**src/rtl/addsub_pkg.sv**
```systemverilog
// Shared encodings for the digit-serial add/subtract unit.
package addsub_pkg;

  typedef enum logic [1:0] {
    OP_ADD = 2'b00,
    OP_ADC = 2'b01,
    OP_SUB = 2'b10,
    OP_RSB = 2'b11
  } op_e;

  typedef enum logic [1:0] {
    ST_IDLE = 2'b00,
    ST_RUN  = 2'b01,
    ST_DONE = 2'b10
  } state_e;

endpackage

```
**src/rtl/addsub_digit_slice.sv**
```systemverilog
// DIGIT-wide ripple adder; c_msb is the carry into the top bit (overflow detect).
module addsub_digit_slice #(
  parameter int DIGIT = 4
) (
  input  logic [DIGIT-1:0] x,
  input  logic [DIGIT-1:0] y,
  input  logic             ci,
  output logic [DIGIT-1:0] sum,
  output logic             co,
  output logic             c_msb
);

  logic c;

  // Bit-serial ripple through the digit, tapping the carry before the top bit.
  always_comb begin
    sum   = '0;
    c_msb = 1'b0;
    c     = ci;
    for (int i = 0; i < DIGIT; i++) begin
      if (i == DIGIT - 1) c_msb = c;
      sum[i] = x[i] ^ y[i] ^ c;
      c      = (x[i] & y[i]) | (c & (x[i] ^ y[i]));
    end
    co = c;
  end

endmodule

```
**src/rtl/digit_serial_addsub.sv**
```systemverilog
// Digit-serial ADD/ADC/SUB/RSB with N/Z/C/V flags and valid/ready handshake.
// Optional signed saturation when ADDSUB_SAT_EN is defined.
module digit_serial_addsub
  import addsub_pkg::*;
#(
  parameter int WIDTH = 32,
  parameter int DIGIT = 4
) (
  input  logic             clk,
  input  logic             rst_n,
  input  logic             in_valid,
  output logic             in_ready,
  input  logic [WIDTH-1:0] a,
  input  logic [WIDTH-1:0] b,
  input  logic             c_in,
  input  logic [1:0]       op,
  output logic             out_valid,
  input  logic             out_ready,
  output logic [WIDTH-1:0] s,
  output logic             c_out,
  output logic             flag_n,
  output logic             flag_z,
  output logic             flag_v
);

  localparam int NDIG = WIDTH / DIGIT;
  localparam int KW   = (NDIG > 1) ? $clog2(NDIG) : 1;

  if (WIDTH < 2 || DIGIT < 1 || (WIDTH % DIGIT) != 0) begin : g_bad_cfg
    $error("digit_serial_addsub: WIDTH must be >= 2 and a multiple of DIGIT");
  end

  state_e           st;
  logic [WIDTH-1:0] wa, wb, s_reg;
  logic             carry;
  logic [KW-1:0]    k;

  logic [DIGIT-1:0] d_sum;
  logic             d_co, d_cmsb;
  logic [WIDTH-1:0] ld_wa, ld_wb, s_fin;
  logic             ld_c, last, v_raw;
  logic [WIDTH+DIGIT-1:0] s_cat;
  logic [WIDTH-1:0] s_next;

  // Operands are pre-shifted each cycle, so the slice always sees the low digit.
  addsub_digit_slice #(.DIGIT(DIGIT)) u_slice (
    .x     (wa[DIGIT-1:0]),
    .y     (wb[DIGIT-1:0]),
    .ci    (carry),
    .sum   (d_sum),
    .co    (d_co),
    .c_msb (d_cmsb)
  );

  assign in_ready = (st == ST_IDLE) || ((st == ST_DONE) && out_ready);
  assign s_cat    = {d_sum, s_reg};
  assign s_next   = s_cat[WIDTH+DIGIT-1:DIGIT];
  assign last     = (k == KW'(NDIG - 1));
  assign v_raw    = d_cmsb ^ d_co;

  // Operand steering: every op reduces to wa + wb + carry.
  always_comb begin
    ld_wa = a;
    ld_wb = b;
    ld_c  = 1'b1;
    case (op)
      OP_ADD: ld_c = 1'b0;
      OP_ADC: ld_c = c_in;
      OP_SUB: ld_wb = ~b;
      OP_RSB: begin ld_wa = b; ld_wb = ~a; end
      default: ld_c = 1'b0;
    endcase
  end

  // Final result, optionally clamped on signed overflow.
  always_comb begin
    s_fin = s_next;
`ifdef ADDSUB_SAT_EN
    if (v_raw)
      s_fin = s_next[WIDTH-1] ? {1'b0, {(WIDTH-1){1'b1}}} : {1'b1, {(WIDTH-1){1'b0}}};
`endif
  end

  // Control FSM plus datapath registers; outputs are registered on entry to DONE.
  always_ff @(posedge clk or negedge rst_n) begin
    if (!rst_n) begin
      st        <= ST_IDLE;
      wa        <= '0;
      wb        <= '0;
      s_reg     <= '0;
      carry     <= 1'b0;
      k         <= '0;
      out_valid <= 1'b0;
      s         <= '0;
      c_out     <= 1'b0;
      flag_n    <= 1'b0;
      flag_z    <= 1'b0;
      flag_v    <= 1'b0;
    end else begin
      case (st)
        ST_IDLE: begin
          if (in_valid) begin
            wa    <= ld_wa;
            wb    <= ld_wb;
            carry <= ld_c;
            k     <= '0;
            st    <= ST_RUN;
          end
        end
        ST_RUN: begin
          wa    <= wa >> DIGIT;
          wb    <= wb >> DIGIT;
          carry <= d_co;
          s_reg <= s_next;
          k     <= k + 1'b1;
          if (last) begin
            s         <= s_fin;
            c_out     <= d_co;
            flag_v    <= v_raw;
            flag_n    <= s_fin[WIDTH-1];
            flag_z    <= (s_fin == '0);
            out_valid <= 1'b1;
            st        <= ST_DONE;
          end
        end
        ST_DONE: begin
          if (out_ready) begin
            out_valid <= 1'b0;
            st        <= ST_IDLE;
            if (in_valid) begin
              wa    <= ld_wa;
              wb    <= ld_wb;
              carry <= ld_c;
              k     <= '0;
              st    <= ST_RUN;
            end
          end
        end
        default: st <= ST_IDLE;
      endcase
    end
  end

endmodule

```
**config.mk**
```make
export PLATFORM = sky130hd
export DESIGN_NAME = digit_serial_addsub
export DESIGN_NICKNAME = d
export VERILOG_FILES = /design/src/rtl/addsub_pkg.sv /design/src/rtl/addsub_digit_slice.sv /design/src/rtl/digit_serial_addsub.sv
export SDC_FILE = /design/constraint.sdc
export NUM_CORES = 1
export LEC_CHECK = 0
export ABC_AREA = 1
export CAP_MARGIN = 20
export CELL_PAD_IN_SITES_DETAIL_PLACEMENT = 1
export CELL_PAD_IN_SITES_GLOBAL_PLACEMENT = 1
export CORE_ASPECT_RATIO = 1.5
export CORE_MARGIN = 4
export CORE_UTILIZATION = 40
export CTS_BUF_LIST = sky130_fd_sc_hd__clkbuf_16
export DETAILED_ROUTE_END_ITERATION = 10
export GPL_TIMING_DRIVEN = 1
export PLACE_DENSITY = 0.8
export SKIP_LAST_GASP = 1
export SLEW_MARGIN = 20
export SYNTH_ARGS = -nofsm -noshare
export SYNTH_HDL_FRONTEND = slang
export SYNTH_SLANG_ARGS = --single-unit
export TNS_END_PERCENT = 1
```
**constraint.sdc**
```tcl
create_clock -name clk -period 2.9 [get_ports clk]
set_input_delay 0.87 -clock clk [delete_from_list [all_inputs] [get_ports clk]]
set_output_delay 0.87 -clock clk [all_outputs]
set_load 0.02 [all_outputs]
```
==> results of run 1 <==
-- power by group through the flow --
stage,logic [W],registers [W],clock network (W)
6_report,0.00451,0.00324,0.00224
3_3_place_gp,0.00435,0.00322,0
3_5_place_dp,0.00451,0.00325,0
2_1_floorplan,0.00294,0.00337,0
4_1_cts,0.00460,0.00324,0.00227
5_1_grt,0.00513,0.00335,0.00235
-- layout make-up --
cell class	instances	area, sq um
clock buffer	17	425
clock inverter	15	185
fill	2110	8490
inverter	137	514
multi-input combinational	605	2870
sequential	134	3350
tap	213	267
timing repair buffer	122	1250
-- metrics by stage --
stage	setup TNS [ps]	cell area (sq um)	power (W)	worst slack, ps	std cells
detailed placement	-101	8250	0.00775	-101	1211
global route	0	8860	0.0108	12.6	1243
finish	0	8860	0.00998	202	1243
CTS	0	8860	0.0101	116	1243
floorplan	0	7060	0.00631	470	931
global placement	-78.6	8250	0.00757	-78.6	1211
-- layer usage --
layer  wire length (microns)  up-vias
met2                   10700      116
met1                    8080     3087
met5                       0        -
met3                     609       29
li1                        -     3074
met4                     474        0
-- cell usage after synthesis, drive strengths merged --
library cell    n
nand2         312
inv           137
dfrtp         134
nand3          91
o21ai          88
buf            42
nor2           30
nand4          28
or2            25
clkbuf         13
mux2            5
o211ai          5
fa              4
o22ai           4
a21oi           3
nor3            3
ha              2
nand3b          1
o21a            1
o21bai          1
o31ai           1
xor2            1
-- worst max-delay path by stage --
| stage | start | to |
|---|---|---|
| 2_1_floorplan | carry$_DFFE_PN0P_ | flag_z$_DFFE_PN0P_ |
| 3_3_place_gp | out_ready | in_ready |
| 3_5_place_dp | out_ready | in_ready |
| 4_1_cts | carry$_DFFE_PN0P_ | flag_z$_DFFE_PN0P_ |
| 5_1_grt | carry$_DFFE_PN0P_ | flag_z$_DFFE_PN0P_ |
| 6_report | out_ready | in_ready |
-- logic make-up after synthesis --
kind of cell | count (synthesis) | share of synthesized area [%]
mux | 5 | 0.797
fa+ha+maj | 6 | 1.49
compound gates | 103 | 7.97
simple gates | 490 | 30.2
buf+inv | 192 | 12.0
flops | 134 | 47.5
xor+xnor | 1 | 0.124
-- repair_timing --
action | 4_1_cts | 5_1_grt
pin swaps | 0 | 0
gates resized for setup | 1 | 1
setup endpoints to repair | 1 | 1
-- worst register-to-register path, stage by stage, from the launching register on --
cell,delay [ps]
dfrtp_1,320
inv_1,70
fa_1,420
inv_1,90
fa_1,230
fa_2,250
inv_1,70
fa_1,560
inv_1,80
nor2_1,120
nand2_1,60
nor2_1,90
nand3_1,110
o21bai_1,160
==> flow_summary.json, run 1 <==
{
  "intPower_w": 0.00587,
  "grt-busiest-layer": "met2",
  "cp-start-kind": "input port",
  "gr-total-overflow": 0,
  "path_max_fanout": 2,
  "synth_seq_cells": 134,
  "period_share_pct": 93.0,
  "yosysWarnings": 0,
  "period_minus_slack_ps": 2700,
  "clockRootBuffer": "clkbuf_16",
  "dp.final_hpwl_microns": 13500,
  "path_clk_slew_ps": 60,
  "min_path_type": "in2async",
  "rsz0062_at_grt": "false",
  "tightest_slew_ps": 765,
  "numPortBuffers": 108,
  "pwr-share-clk_pct": 22.4,
  "swShare_pct": 41.2,
  "drt_iter0_markers": 286,
  "syn_area_per_cell_sq_um": 7.59,
  "insertion_delay_ps": 420,
  "gr-usage-all-layers_pct": 21.4,
  "grt_util_met1_pct": 25.4,
  "wl_per_cell_microns": 16.0,
  "dieArea_sq_um": 19900,
  "ys_seq_area_share_pct": 47.5,
  "status": "completed",
  "cpLargestDelayFamily": "buffers and inverters",
  "syn_inst": 931,
  "post_cts_buffers": 0,
  "final_common_cell": "nand2_1",
  "hold_viol": 0,
  "netlist_area_sq_um": 7060,
  "cts_buffer_depth": 2,
  "die_width_microns": 116,
  "syn_to_final_growth_pct": 25.5,
  "max_freq_mhz": 371,
  "finalSetupViolations": 0,
  "largest_reg_flops": 59,
  "globalRouteMet3Util_pct": 3.29,
  "fin_util_pct": 51.1,
  "cts_buffers": 17,
  "rows": 59,
  "grt_max_degree": 89,
  "grt_antenna_before_repair": 0,
  "yosysTopAreaCell": "dfrtp_1",
  "drive_gt1_share_pct": 6.02,
  "synth_top_area_share_pct": 47.5,
  "r2r_end": "flag_z$_DFFE_PN0P_",
  "diodes": 0,
  "cpPeakStageDelay_ps": 450,
  "r2r-start": "carry$_DFFE_PN0P_",
  "skew_ps": 9.02,
  "io-pin-count": 109,
  "drc": 0,
  "setup.worst_path.end_class": "output port",
  "wl_microns": 19900,
  "path_depth": 4,
  "slew_viol_final": 0,
  "p_switching_w": 0.00411,
  "drv_cap": 0,
  "ant_nets": 0,
  "vias_per_cell": 5.07,
  "final_cell_mix": "nand2_1, dfrtp_1, inv_1, clkdlybuf4s50_1, nand3_1",
  "h-tree-depth": 4,
  "initial_utilization_pct": 40.7,
  "grt_util_met2_pct": 38.7,
  "place.gp.congestion": 0.760,
  "synth_cell_types": 32,
  "first_pass_iters": 4,
  "cts_hold_buf": 0,
  "worstRegToRegCells": 13,
  "critical_path_class": "in2out",
  "path_buf_inv": 3,
  "grt_pass1_vias": 6707,
  "synth.top_cells.by_area": "dfrtp_1, nand2_1, inv_1",
  "cts_tree": "built",
  "pwr-share-seq_pct": 32.4,
  "layout.nets": 1094,
  "vias": 6306,
  "crit_path_top_delay_cell": "clkdlybuf4s50_1",
  "pwr-share-comb_pct": 45.2,
  "synth_nets": 1008,
  "die_y_microns": 171,
  "crit_arrival_ps": 1830,
  "core_sq_um": 17300,
  "powerDensity_nw_per_um2": 1130,
  "holdWs_ps": 453,
  "crit_chain": "clkdlybuf4s50_1 > inv_1 > a21oi_1 > dlygate4sd2_1",
  "cts.sink_count": 134,
  "r2r_slack_ps": 200,
  "slew_headroom_pct": 49.0,
  "required_ps": 2030,
  "max-vdd-ir-drop_mv": 0.644,
  "p_leak_nw": 4.36,
  "grt_pass1_wl_microns": 33500
}
No activity file was read; power rests on OpenSTA's default activity.
==> inputs of run 2 (changes only) <==
ABC_AREA = 0   (was 1)
CORE_UTILIZATION = 41   (was 40)
PLACE_DENSITY = 0.79   (was 0.8)
==> flow_summary.json, run 2 <==
{
  "status": "completed",
  "final_cell_area_sq_um": 8630,
  "post_cts_buffers": 0,
  "yosysWarnings": 0,
  "vias_per_cell": 5.63,
  "cp-start-kind": "input port",
  "wl_per_cell_microns": 19.5,
  "vias": 5680,
  "numPortBuffers": 108,
  "clockRootBuffer": "clkbuf_16",
  "synth-main-ff-cell": "dfrtp_1",
  "r2r_end": "flag_z$_DFFE_PN0P_",
  "drt_iter0_markers": 285,
  "dpl_cell_area_sq_um": 7980,
  "slew_headroom_pct": 54.0,
  "synth_compound_area_share_pct": 17.1,
  "crit_chain": "clkdlybuf4s50_1 > nand2b_2 > and2_1 > dlygate4sd2_1",
  "synth_top_area_share_pct": 49.9,
  "ant_nets": 0,
  "grt_pass1_vias": 6297,
  "synthSimpleGateAreaFrac_pct": 17.8,
  "synth_mux_area_share_pct": 8.43,
  "cpPeakStageDelay_ps": 410,
  "num-fill-cells": 1831,
  "min_path_type": "in2async",
  "netlist_area_sq_um": 6730,
  "gr-usage-all-layers_pct": 21.8,
  "first_pass_iters": 4,
  "drc": 0,
  "max_freq_mhz": 357,
  "yosysTopAreaCell": "dfrtp_1",
  "synth_seq_cells": 134,
  "syn_area_per_cell_sq_um": 9.55,
  "place.gp.congestion": 0.824,
  "drive_gt1_share_pct": 12.0,
  "layout.nets": 866,
  "fin_util_pct": 53.3,
  "largest_reg_flops": 59,
  "period_share_pct": 96.7,
  "max-vdd-ir-drop_mv": 0.603,
  "path_max_fanout": 2,
  "synth_nets": 781,
  "powerDensity_nw_per_um2": 1100,
  "r2r_slack_ps": 150,
  "async_flop_share_pct": 100,
  "initial_utilization_pct": 41.5,
  "ys_top_cells_by_count": "dfrtp_1, nand2_1, nor2_1, a21oi_1, o21ai_0",
  "ys_seq_area_share_pct": 49.9,
  "crit_path_top_delay_cell": "clkdlybuf4s50_1",
  "drv_cap": 0,
  "final_common_cell": "dfrtp_1",
  "final_cell_mix": "dfrtp_1, nand2_1, clkdlybuf4s50_1, nor2_1, a21oi_1",
  "wl_microns": 19700,
  "diodes": 0,
  "synth.top_cells.by_area": "dfrtp_1, nand2_1, mux2_4",
  "finalSetupViolations": 0,
  "setup.worst_path.end_class": "output port",
  "cts_buffers": 17,
  "rsz0062_at_grt": "false",
  "synth_top_family_by_area": "simple AND/OR/NAND/NOR gates",
  "path_clk_slew_ps": 60,
  "skew_ps": 10.1,
  "synth_edf_count": 0,
  "io-pin-count": 109,
  "p_leak_nw": 3.89,
  "syn_inst": 704,
  "required_ps": 2030,
  "die_y_microns": 165,
  "core_sq_um": 16200,
  "critical_path_class": "in2out",
  "gr-total-overflow": 0,
  "grt_pass1_wl_microns": 32300,
  "cts.sink_count": 134,
  "die_width_microns": 113,
  "worstRegToRegCells": 10,
  "synth_cell_types": 35,
  "rows": 57,
  "slew_viol_final": 0,
  "synthXorXnorAreaFrac_pct": 0.130,
  "r2r-start": "carry$_DFFE_PN0P_",
  "dp.final_hpwl_microns": 13000,
  "period_minus_slack_ps": 2800,
  "synthAdderAreaFrac_pct": 1.56,
  "synth_most_common_cell": "dfrtp_1",
  "crit_arrival_ps": 1930,
  "hold_viol": 0,
  "insertion_delay_ps": 420,
  "tightest_slew_ps": 690,
  "cts_buffer_depth": 2,
  "grt_max_degree": 118,
  "syn_to_final_growth_pct": 28.4,
  "h-tree-depth": 4,
  "dieArea_sq_um": 18600,
  "cts_tree": "built",
  "grt_antenna_before_repair": 0
}
-- run 2: power breakdown --
group	switching, W	internal (W)	leakage [nW]
Sequential	0.000640	0.00271	1.68
Combinational	0.00213	0.00171	1.92
Clock	0.000867	0.00145	0.298
-- run 2: logic make-up (layout without fill, tap and decap cells) --
kind of cell / after synthesis / after routing
flops: 134 / 134
mux: 42 / 42
compound gates: 192 / 192
buf+inv: 68 / 166
simple gates: 261 / 261
xor+xnor: 1 / 1
fa+ha+maj: 6 / 6
-- run 2: repair_timing --
item,CTS,global route
setup endpoints to repair,2,1
pin swaps,0,1
gates resized for setup,1,8
hold buffers,0,0
-- run 2: critical path: cells and delay by family --
kind                   cells  cell delay [ps]
buffers and inverters      2              720
and+or+nand+nor            2              330
-- run 2: how the worst max path moves through the flow --
stage / from / end / slack [ps] / depth (start not counted)
after detailed placement: out_ready / in_ready / -160 / 4
after global routing: carry$_DFFE_PN0P_ / flag_z$_DFFE_PN0P_ / 5 / 10
after floorplan: carry$_DFFE_PN0P_ / flag_z$_DFFE_PN0P_ / 450 / 10
after CTS: carry$_DFFE_PN0P_ / flag_z$_DFFE_PN0P_ / -10 / 10
after global placement: out_ready / in_ready / -150 / 4
final: out_ready / in_ready / 100 / 4
-- run 2: area by class of cell --
cell class / count / area (sq um) / area share [%]
clock inverters: 15 / 203 / 2.35
clock buffers: 17 / 425 / 4.93
multi-input cells: 502 / 3070 / 35.6
repair buffers: 125 / 1290 / 14.9
inverters: 9 / 33.8 / 0.391
well taps: 206 / 258 / 2.99
flip-flops and latches: 134 / 3350 / 38.8
-- run 2: through the flow --
step | setup slack, ps | TNS [ps] | instances | power [W] | hold WS, ps
floorplan | 445 | 0 | 704 | 0.00569 | 448
global placement | -153 | -153 | 976 | 0.00691 | 461
detailed placement | -164 | -164 | 976 | 0.00714 | 475
CTS | -11.5 | -11.5 | 1008 | 0.00952 | 407
global route | 5.25 | 0 | 1008 | 0.0102 | 431
finish | 96.6 | 0 | 1008 | 0.00951 | 399
-- run 2: layer usage --
layer / vias to the layer above / part of all wire [%] / wire length (microns) / GRT usage [%]
met5: - / 0 / 0 / 0
met4: 0 / 2.9 / 572 / 8.97
met3: 40 / 3.3 / 650 / 3.67
met2: 132 / 55 / 10800 / 40.7
met1: 2876 / 39 / 7620 / 24.4
li1: 2632 / - / - / -
